### src/rtl/timer_pkg.sv
// Shared constants and types for the time display path: field layout of the
// packed time bus, seven-segment patterns, view codes and controller states.
package timer_pkg;

   localparam int TIME_W  = 27;
   localparam int MS_LSB  = 0;
   localparam int MS_W    = 10;
   localparam int SEC_LSB = 10;
   localparam int SEC_W   = 6;
   localparam int MIN_LSB = 16;
   localparam int MIN_W   = 6;
   localparam int HR_LSB  = 22;
   localparam int HR_W    = 5;

   // {g,f,e,d,c,b,a}, active-low
   localparam logic [6:0] SEG_LUT [0:9] = '{
      7'b1000000, 7'b1111001, 7'b0100100, 7'b0110000, 7'b0011001,
      7'b0010010, 7'b0000010, 7'b1111000, 7'b0000000, 7'b0010000
   };
   localparam logic [6:0] SEG_BLANK = 7'b1111111;

   typedef enum logic [1:0] {
      VIEW_MMSS = 2'd0,
      VIEW_HHMM = 2'd1,
      VIEW_SSCC = 2'd2,
      VIEW_ALT  = 2'd3
   } view_e;

   typedef enum logic [1:0] {
      ST_IDLE   = 2'd0,
      ST_CONV   = 2'd1,
      ST_COMMIT = 2'd2
   } state_e;

   function automatic logic [6:0] seg_decode(input logic [3:0] d);
      if (d > 4'd9) return SEG_BLANK;
      return SEG_LUT[d];
   endfunction

endpackage

### src/rtl/timer_display_if.sv
// Bundle between the timer's packed time bus and the display pins.
interface timer_display_if;
   logic [26:0] out_time;
   logic [1:0]  view_sel;
   logic [6:0]  seg;
   logic        dp;
   logic [3:0]  an;
   logic        busy;

   modport master (output out_time, view_sel, input seg, dp, an, busy);
   modport slave  (input out_time, view_sel, output seg, dp, an, busy);
endinterface

### src/rtl/bin2bcd10.sv
// Iterative double-dabble: 10-bit binary to 3 BCD digits in 1 load + 10 shifts.
// done pulses with the final shift; bcd holds the result from the next cycle until the next start.
module bin2bcd10 (
   input  logic        clk,
   input  logic        reset,
   input  logic        start,
   input  logic [9:0]  bin,
   output logic        done,
   output logic [11:0] bcd
);

   logic [21:0] sh_q;
   logic [3:0]  cnt_q;
   logic        busy_q;

   function automatic logic [21:0] dd_step(input logic [21:0] s);
      logic [21:0] t;
      t = s;
      for (int i = 0; i < 3; i++) begin
         if (t[10+4*i +: 4] > 4'd4) t[10+4*i +: 4] = t[10+4*i +: 4] + 4'd3;
      end
      return t << 1;
   endfunction

   always_ff @(posedge clk) begin
      if (reset) begin
         sh_q   <= '0;
         cnt_q  <= '0;
         busy_q <= 1'b0;
      end else if (busy_q) begin
         sh_q  <= dd_step(sh_q);
         cnt_q <= cnt_q - 4'd1;
         if (cnt_q == 4'd1) busy_q <= 1'b0;
      end else if (start) begin
         sh_q   <= {12'd0, bin};
         cnt_q  <= 4'd10;
         busy_q <= 1'b1;
      end
   end

   assign done = busy_q && (cnt_q == 4'd1);
   assign bcd  = sh_q[21:10];

endmodule

### src/rtl/timer_display.sv
// Snapshots the packed time, converts each field to BCD and scans a 4-digit
// active-low seven-segment display.
//   state     | meaning
//   ST_IDLE   | waiting for a snapshot tick
//   ST_CONV   | converting hr, min, sec, ms in turn
//   ST_COMMIT | copying all 12 digits to the display buffer
module timer_display
   import timer_pkg::*;
#(
   parameter int SCAN_DIV = 100000,
   parameter int SNAP_DIV = 1000000
) (
   input logic            clk,
   input logic            reset,
   timer_display_if.slave bus
);

   localparam int SNAP_W = (SNAP_DIV > 1) ? $clog2(SNAP_DIV) : 1;
   localparam int SCAN_W = (SCAN_DIV > 1) ? $clog2(SCAN_DIV) : 1;
   localparam logic [SNAP_W-1:0] SNAP_TC = SNAP_W'(SNAP_DIV - 1);
   localparam logic [SCAN_W-1:0] SCAN_TC = SCAN_W'(SCAN_DIV - 1);

   logic [SNAP_W-1:0] snap_cnt;
   logic [SCAN_W-1:0] scan_cnt;
   logic [1:0]        slot_q;
   logic              snap_tick, scan_tick;

   logic [TIME_W-1:0] snap_q;
   state_e            state_q, state_d;
   logic [1:0]        field_q, field_d;
   logic              launch_q, launch_d;
   logic              start, done, commit;
   logic [9:0]        conv_bin;
   logic [11:0]       conv_bcd;
   logic [35:0]       stage_q;
   logic [47:0]       disp_q;
   logic [3:0]        digit_idx;
   logic [3:0]        digit;

   logic [6:0] seg_q;
   logic [3:0] an_q;
   logic       dp_q;

   assign snap_tick = (snap_cnt == SNAP_TC);
   assign scan_tick = (scan_cnt == SCAN_TC);

   always_ff @(posedge clk) begin
      if (reset) begin
         snap_cnt <= '0;
         scan_cnt <= '0;
         slot_q   <= '0;
      end else begin
         snap_cnt <= snap_tick ? '0 : snap_cnt + 1'b1;
         scan_cnt <= scan_tick ? '0 : scan_cnt + 1'b1;
         if (scan_tick) slot_q <= slot_q + 2'd1;
      end
   end

   always_ff @(posedge clk) begin
      if (reset) begin
         state_q  <= ST_IDLE;
         field_q  <= '0;
         launch_q <= 1'b0;
      end else begin
         state_q  <= state_d;
         field_q  <= field_d;
         launch_q <= launch_d;
      end
   end

   // Ticks arriving outside IDLE are dropped rather than queued.
   always_comb begin
      state_d  = state_q;
      field_d  = field_q;
      launch_d = 1'b0;
      start    = 1'b0;
      commit   = 1'b0;
      case (state_q)
         ST_IDLE: begin
            if (snap_tick) begin
               state_d  = ST_CONV;
               field_d  = 2'd0;
               launch_d = 1'b1;
            end
         end
         ST_CONV: begin
            start = launch_q;
            if (done) begin
               if (field_q == 2'd3) begin
                  state_d = ST_COMMIT;
               end else begin
                  field_d  = field_q + 2'd1;
                  launch_d = 1'b1;
               end
            end
         end
         ST_COMMIT: begin
            commit  = 1'b1;
            state_d = ST_IDLE;
         end
         default: state_d = ST_IDLE;
      endcase
   end

   always_ff @(posedge clk) begin
      if (reset)                              snap_q <= '0;
      else if (state_q == ST_IDLE && snap_tick) snap_q <= bus.out_time;
   end

   always_comb begin
      case (field_q)
         2'd0:    conv_bin = 10'(snap_q[HR_LSB +: HR_W]);
         2'd1:    conv_bin = 10'(snap_q[MIN_LSB +: MIN_W]);
         2'd2:    conv_bin = 10'(snap_q[SEC_LSB +: SEC_W]);
         default: conv_bin = snap_q[MS_LSB +: MS_W];
      endcase
   end

   bin2bcd10 u_bcd (
      .clk   (clk),
      .reset (reset),
      .start (start),
      .bin   (conv_bin),
      .done  (done),
      .bcd   (conv_bcd)
   );

   // A field's result is still held by the engine while the next field loads.
   always_ff @(posedge clk) begin
      if (reset) begin
         stage_q <= '0;
      end else if (start) begin
         case (field_q)
            2'd1:    stage_q[35:24] <= conv_bcd;
            2'd2:    stage_q[23:12] <= conv_bcd;
            2'd3:    stage_q[11:0]  <= conv_bcd;
            default: ;
         endcase
      end
   end

   always_ff @(posedge clk) begin
      if (reset)       disp_q <= '0;
      else if (commit) disp_q <= {stage_q, conv_bcd};
   end

   // disp_q digit index: ms 0..2, sec 3..5, min 6..8, hr 9..11 (ones first)
   always_comb begin
      digit_idx = 4'd0;
      case (bus.view_sel)
         VIEW_HHMM: begin
            case (slot_q)
               2'd3:    digit_idx = 4'd10;
               2'd2:    digit_idx = 4'd9;
               2'd1:    digit_idx = 4'd7;
               default: digit_idx = 4'd6;
            endcase
         end
         VIEW_SSCC: begin
            case (slot_q)
               2'd3:    digit_idx = 4'd4;
               2'd2:    digit_idx = 4'd3;
               2'd1:    digit_idx = 4'd2;
               default: digit_idx = 4'd1;
            endcase
         end
         VIEW_MMSS, VIEW_ALT: begin
            case (slot_q)
               2'd3:    digit_idx = 4'd7;
               2'd2:    digit_idx = 4'd6;
               2'd1:    digit_idx = 4'd4;
               default: digit_idx = 4'd3;
            endcase
         end
         default: digit_idx = 4'd3;
      endcase
   end

   assign digit = disp_q[{digit_idx, 2'b00} +: 4];

   always_ff @(posedge clk) begin
      if (reset) begin
         seg_q <= SEG_BLANK;
         an_q  <= 4'b1111;
         dp_q  <= 1'b1;
      end else begin
         seg_q <= seg_decode(digit);
         an_q  <= ~(4'b0001 << slot_q);
         dp_q  <= (slot_q != 2'd2);
      end
   end

   assign bus.seg  = seg_q;
   assign bus.an   = an_q;
   assign bus.dp   = dp_q;
   assign bus.busy = (state_q != ST_IDLE);

endmodule

### src/flat_wrapper.sv
// flat-port wrapper written by rule: the top's interface ports become plain ports
module timer_display_flat import timer_pkg::*;
#(
   parameter int SCAN_DIV = 100000,
   parameter int SNAP_DIV = 1000000
)
  (clk, reset, bus_out_time, bus_view_sel, bus_seg, bus_dp, bus_an, bus_busy);
  timer_display_if bus_i ();
  input logic clk;
  input logic reset;
  input wire logic [$bits(bus_i.out_time)-1:0] bus_out_time;
  input wire logic [$bits(bus_i.view_sel)-1:0] bus_view_sel;
  output wire logic [$bits(bus_i.seg)-1:0] bus_seg;
  output wire logic [$bits(bus_i.dp)-1:0] bus_dp;
  output wire logic [$bits(bus_i.an)-1:0] bus_an;
  output wire logic [$bits(bus_i.busy)-1:0] bus_busy;
  assign bus_i.out_time = bus_out_time;
  assign bus_i.view_sel = bus_view_sel;
  assign bus_seg = bus_i.seg;
  assign bus_dp = bus_i.dp;
  assign bus_an = bus_i.an;
  assign bus_busy = bus_i.busy;
  timer_display #(.SCAN_DIV(SCAN_DIV), .SNAP_DIV(SNAP_DIV)) u_core (.clk(clk), .reset(reset), .bus(bus_i));
endmodule
### config.mk
export PLATFORM = sky130hd
export DESIGN_NAME = timer_display_flat
export DESIGN_NICKNAME = d
export VERILOG_FILES = /design/src/rtl/timer_pkg.sv /design/src/rtl/timer_display_if.sv /design/src/rtl/bin2bcd10.sv /design/src/rtl/timer_display.sv /design/src/flat_wrapper.sv
export SDC_FILE = /design/constraint.sdc
export NUM_CORES = 1
export LEC_CHECK = 0
export ABC_AREA = 1
export BUFFER_PORTS_ARGS = -buffer_cell sky130_fd_sc_hd__buf_2
export CAP_MARGIN = 40
export CORE_ASPECT_RATIO = 1.25
export CORE_MARGIN = 4
export CORE_UTILIZATION = 25
export DETAILED_ROUTE_END_ITERATION = 12
export PLACE_DENSITY_LB_ADDON = 0.12
export SYNTH_ARGS = -nofsm -noshare
export SYNTH_HDL_FRONTEND = slang
export SYNTH_SLANG_ARGS = --single-unit
### constraint.sdc
create_clock -name clk -period 6.6 [get_ports clk]
set_input_delay 1.65 -clock clk [delete_from_list [all_inputs] [get_ports clk]]
set_output_delay 1.65 -clock clk [all_outputs]
set_load 0.005 [all_outputs]
==> results of run 1 <==
==> report_power, final <==
group | internal (uW) | leakage [uW] | switching (uW)
logic | 45.6 | 0.00182 | 85.3
clock network | 644 | 0.000301 | 452
registers | 1170 | 0.00156 | 4.70
total | 1860 | 0.00368 | 542
==> cell usage in the layout, fill, tap and decap left out, types with 4 or more instances in the layout <==
master | Yosys | final
a21oi_1 | 133 | 133
a31oi_1 | 13 | 13
buf_2 | 7 | 43
buf_4 | 1 | 4
bufinv_16 | 0 | 4
clkbuf_16 | 0 | 17
clkinv_2 | 0 | 4
dfxtp_1 | 193 | 193
ha_1 | 26 | 26
inv_1 | 142 | 142
inv_2 | 6 | 7
nand2_1 | 160 | 160
nand2_2 | 5 | 5
nand3_1 | 57 | 57
nand4_1 | 11 | 11
nor2_1 | 100 | 99
nor3_1 | 13 | 13
nor4_1 | 6 | 6
o211ai_1 | 9 | 9
o21ai_0 | 137 | 137
o21ai_1 | 8 | 8
or2_2 | 5 | 5
xor2_1 | 10 | 10
==> metal layers <==
layer  up-vias  part of all wire, %  GRT usage (%)
li1       3688                    -              -
met1      3148                   46          15.18
met2        68                   51          21.99
met3        14                  1.9          2.213
met4         0                  1.3          3.662
met5         -                    0              0
==> state kept, by name (all words and copies together) (netlist names) <==
register / count
u_core.u_bcd.sh_q: 22
u_core.bus.dp: 1
u_core.u_bcd.cnt_q: 4
u_core.field_q: 2
u_core.bus.an: 3
u_core.disp_q: 48
u_core.u_bcd.busy_q: 1
u_core.state_q: 2
u_core.stage_q: 36
u_core.launch_q: 1
u_core.bus.seg: 7
u_core.slot_q: 2
u_core.snap_q: 27
u_core.snap_cnt: 20
u_core.scan_cnt: 17
==> worst max path at each step <==
| stage | to | cells past startpoint | slack [ns] |
|---|---|---|---|
| finish | u_core.bus.seg[4]$_SDFF_PP1_ | 17 | 2.72 |
| global route | u_core.bus.seg[5]$_SDFF_PP1_ | 17 | 2.42 |
| CTS | u_core.bus.seg[4]$_SDFF_PP1_ | 17 | 2.70 |
| detailed placement | u_core.bus.seg[4]$_SDFF_PP1_ | 17 | 2.24 |
| global placement | u_core.bus.seg[4]$_SDFF_PP1_ | 17 | 2.32 |
| floorplan | u_core.bus.seg[4]$_SDFF_PP1_ | 17 | 2.72 |
==> through the flow <==
step           hold slack, ns  power (uW)  utilization [%]  instance area, um2
5_1_grt                0.4710        2517            29.27                9593
4_1_cts                0.4547        2462            29.27                9593
3_3_place_gp           0.4339        1340            27.15                8900
6_report               0.4486        2406            29.27                9593
3_5_place_dp           0.4413        1341            27.41                8985
2_1_floorplan          0.4175        1301                -                8347
==> cells in the mapped netlist, types with 2 or more instances <==
library cell,instances,area (um2)
xor2_1,10,87.58
or2_2,5,31.28
o21ai_0,137,685.7
nor2_2,2,12.51
nor4_1,6,37.54
a31oi_1,13,81.33
buf_2,7,35.03
nand3_1,57,285.3
nand2_1,160,600.6
nand4_1,11,68.82
dfxtp_1,193,3864
buf_1,3,11.26
nor3_2,2,20.02
nor3_1,13,65.06
nor2_1,100,375.4
o211ai_1,9,67.56
inv_2,6,22.52
nand3b_1,2,15.01
ha_1,26,325.3
o21ai_1,8,40.04
a21oi_1,133,665.6
nand2_2,5,31.28
o311ai_0,2,17.52
buf_6,3,33.78
inv_1,142,533.0
nand2_4,3,33.78
nor3b_1,2,15.01
o22ai_1,2,12.51
clkbuf_1,36,135.1
==> area by class of cell <==
cell class | count | area, um2
Fill cell | 3666 | 23180
Sequential cell | 193 | 3864
Multi-Input combinational cell | 721 | 3709
Inverter | 149 | 559.3
Tap cell | 418 | 523.0
Clock buffer | 21 | 450.4
Timing Repair Buffer | 51 | 330.3
Clock inverter | 10 | 157.7
==> worst max-delay path: stages <==
cell     delay [ns]
buf_2          0.10
inv_1          0.04
ha_1           0.33
nand2_1        0.07
nand3_1        0.07
nand2_1        0.27
inv_2          0.30
o21ai_0        0.14
o22ai_1        0.18
nand2_1        0.07
nand2_1        0.14
inv_1          0.10
ha_1           0.19
or2_2          0.27
nand3_1        0.13
a21oi_4        0.09
nand2_1        0.11
==> kinds of logic after synthesis <==
kind of cell / share of synthesized area, %
AND/OR/NAND/NOR: 19.85
AO/OA/AOI/OAI: 19.55
buffers and inverters: 9.369
flip-flops: 46.29
adder cells (fa/ha/maj): 3.897
XOR/XNOR: 1.049
==> out/metrics.cfg, run 1 <==
[run_status]
status=finished clean

[clocking]
cts_buffers=17
cts_resized=0
root_buffer=clkbuf_16
postCtsSetupBuffers=0
cts_buffer_depth=2
cts_tree=yes
clkSinkCount=193
cts_max_level=4
cts_hold_buf=0
path_clk_slew_ns=0.07
insertion_delay_ns=0.43

[logic_synthesis]
ys.warnings.count=0
avgSynthCellArea_um2=7.499
postSynthCellCount=1113
synth_flop_cell=dfxtp_1
syn_area_um2=8347
synth_seq_area_share_pct=46.29
yosysUniqueCellTypes=44
syn-num-nets=1170
ys_seq_elements=193
synthArstFlopShare_pct=0
synth-edff-count=0

[finish]
diodes=0
nNetsFinal=1190
area_delta_synth_final_pct=14.93
layout.cells.non_filler=1563
layout-drive-gt1-share_pct=9.694

[run]
maxCapViolCount=0

[placed_design]
place_inst=1532
io_buffers=43
dp_hpwl_mm=15.21
gp_congestion=0.7912
pre_cts_ws_ns=2.242

[global_routing]
gr-total-overflow=0
grt_max_degree=97
track_usage_pct=12.37
grt_pass1_vias=6860
antenna_found_initial=0
grt_pass1_wl_mm=36.12

[sta]
post-route-period-util_pct=58.83
setup_violations=0
relSlewSlack_pct=43.26
grt_setup_unrepaired=false
final-hold-violation-count=0
fin_setup_tns_ns=0
clock_skew_ns=0.008887
fin_ws_ns=2.717
worst_pin_slew_ns=0.8511
slew_violations=0
period_minus_slack_ns=3.883
max_freq_mhz=257.5

[worst_setup_path]
arrival_ns=4.25
reg2regPathDepth=18
path_class=input port to register
crit_path_start_kind=input port
r2r-start=u_core.slot_q[0]$_SDFFE_PP0P_
critPathRequiredTime_ns=6.97
startpoint=bus_view_sel[0]
r2r_end=u_core.bus.seg[4]$_SDFF_PP1_
crit_path_max_fanout=13
worst_setup_path_end_kind=register
r2r_slack_ns=3.45

[hold_path]
min_to=u_core.snap_cnt[0]$_SDFF_PP0_
hold_class=register to register
min_from=u_core.snap_cnt[0]$_SDFF_PP0_
holdPathStages=1

[drt]
drtIter0Drc=327
viasPerCell=4.426
avgRoutedWirePerCell_um=13.88
vias=6918
drt_first_pass_iters=5
detail_route.wirelength_mm=21.69
ant_nets=0
post-route-drc-count=0

[floorplanning]
die_x_um=171.4
die_y_um=212.3
die-area_um2=36390
core_um2=32780
start_util_pct=25.47
rows=74
io_pins=44

[pwr]
max-vdd-ir-drop_uv=135.0
powerDensity_nw_per_um2=250.9
p_leak_uw=0.003677

Power figures use the tool's default switching activity.
==> run 2: changes to the inputs <==
==> constraint.sdc (replaced) <==
create_clock -name clk -period 3.9 [get_ports clk]
set_input_delay 0.975 -clock clk [delete_from_list [all_inputs] [get_ports clk]]
set_output_delay 0.975 -clock clk [all_outputs]
set_load 0.005 [all_outputs]
==> out/metrics.cfg, run 2 (same netlist as run 1, synthesis figures left out) <==
[sta]
setup_violations=0
period_minus_slack_ns=3.118
worst_pin_slew_ns=0.8599
grt_setup_unrepaired=false
final-hold-violation-count=0
max_freq_mhz=320.7
slew_violations=0
hold_slack_ns=0.4488
relSlewSlack_pct=42.54
post-route-period-util_pct=79.96
clock_skew_ns=0.009877
fin_setup_tns_ns=0

[pwr]
switching_share_pct=23.42
p_int_uw=3175
p_clk_share_pct=46.4
pwr-share-seq_pct=48.1
p_leak_uw=0.003707
p_switching_uw=971.2
powerDensity_nw_per_um2=429.5
max-vdd-ir-drop_uv=215.7
p_comb_share_pct=5.4

[clocking]
cts_buffers=17
cts_resized=0
cts_buffer_depth=2
cts_tree=yes
cts_hold_buf=0
root_buffer=clkbuf_16
postCtsSetupBuffers=0
insertion_delay_ns=0.43
path_clk_slew_ns=0.07
clkSinkCount=193
cts_max_level=4

[run]
maxCapViolCount=0

[hold_path]
hold_class=register to register

[finish]
area_delta_synth_final_pct=15.65
final_common_cell=dfxtp_1
nNetsFinal=1195
top_regs=u_core.disp_q (48), u_core.stage_q (36), u_core.snap_q (27)
diodes=0
final_cell_mix=dfxtp_1 (193), nand2_1 (160), inv_1 (142), o21ai_0 (137), a21oi_1 (133)
largest_reg_flops=48
largest-register=u_core.disp_q
layout-drive-gt1-share_pct=10.43

[drt]
post-route-drc-count=0
drt_first_pass_iters=5
ant_nets=0
viasPerCell=4.453
detail_route.wirelength_mm=21.49
vias=6987
drtIter0Drc=283
avgRoutedWirePerCell_um=13.70

[worst_setup_path]
worst_setup_path_end_kind=register
worstPathCellList=buf_2 > inv_1 > ha_1 > a21oi_2 > nand2_4 > nand2_4 > inv_2 > nand2_1 > nand3_1 > nand3_1 > nand3_1 > nand2_1 > inv_1 > ha_1 > or2_2 > nand3_1 > a21oi_4 > nand2_1
critPathRequiredTime_ns=4.27
crit_path_frequent_cell=nand3_1
crit_path_start_kind=input port
slowest_delay_ns=0.33
path_class=input port to register
arrival_ns=3.49
critical-path-slowest-cell=ha_1
critPathTopFamily=simple AND/OR/NAND/NOR gates
crit_path_max_fanout=33
path_buf_inv=4

[floorplanning]
die_x_um=171.4
start_util_pct=25.47
io_pins=44
die-area_um2=36390
rows=74
die_y_um=212.3
core_um2=32780

[global_routing]
grt_pass1_wl_mm=35.54
grt_max_degree=64
track_usage_pct=12.18
antenna_found_initial=0
gr-total-overflow=0
grt_pass1_vias=6871

[placed_design]
io_buffers=43
dp_hpwl_mm=15.41
gp_congestion=0.7794

[run_status]
status=finished clean

==> run 2: cell types whose count changed in the layout (fill, tap and decap cells not counted) <==
cell,delta
clkinvlp_4,+1
clkinv_2,-2
inv_8,+2
buf_4,+5
clkbuf_1,-3
buf_8,+1
buf_16,-1
clkinv_4,+3
==> run 2: metrics by stage <==
stage	cells	setup slack [ns]	utilization (%)	total power [uW]	instance area [um2]
2_1_floorplan	1113	0.6940	-	2202	8347
3_3_place_gp	1533	0.3695	27.27	2272	8937
3_5_place_dp	1537	0.3290	27.49	2273	9010
4_1_cts	1569	0.7812	29.45	4225	9653
5_1_grt	1569	0.4801	29.45	4339	9653
6_report	1569	0.7816	29.45	4146	9653
==> run 2: power groups by stage <==
stage	logic, uW	clock network (uW)	registers, uW
after floorplan	160	0	2040
after global placement	230	0	2040
after detailed placement	230	0	2040
after CTS	231	2000	2000
after global routing	261	2080	2000
final	225	1930	2000
==> run 2: final cells by class <==
cell class | instances | area [um2]
Multi-Input combinational cell | 721 | 3709
Clock buffer | 18 | 439.2
Timing Repair Buffer | 56 | 355.3
Tap cell | 418 | 523.0
Fill cell | 3633 | 23120
Clock inverter | 14 | 203.9
Inverter | 149 | 559.3
Sequential cell | 193 | 3864
==> run 2: worst min-delay path: stages, from the launching register on <==
cell and delay, ns:
dfxtp_1 0.30, inv_1 0.06, a21oi_1 0.05
==> run 2: path summary, 6_finish.rpt <==
check                                   from                        endpoint  slack [ns]  depth (start not counted)
min          u_core.stage_q[30]$_SDFFE_PP0P_  u_core.disp_q[42]$_SDFFE_PP0N_        0.45                          2
max                          bus_view_sel[0]    u_core.bus.seg[5]$_SDFF_PP1_        0.78                         18
min reg2reg  u_core.stage_q[30]$_SDFFE_PP0P_  u_core.disp_q[42]$_SDFFE_PP0N_        0.45                          2
max reg2reg    u_core.slot_q[0]$_SDFFE_PP0P_    u_core.bus.seg[5]$_SDFF_PP1_        0.81                         18
==> run 2: per-layer routing <==
| metal | vias up | wire (um) | global-route usage, % |
|---|---|---|---|
| met5 | - | 0 | 0 |
| met4 | 0 | 304 | 3.717 |
| met3 | 13 | 444 | 2.176 |
| met2 | 80 | 10730 | 21.23 |
| met1 | 3198 | 10010 | 15.27 |
| li1 | 3696 | - | - |
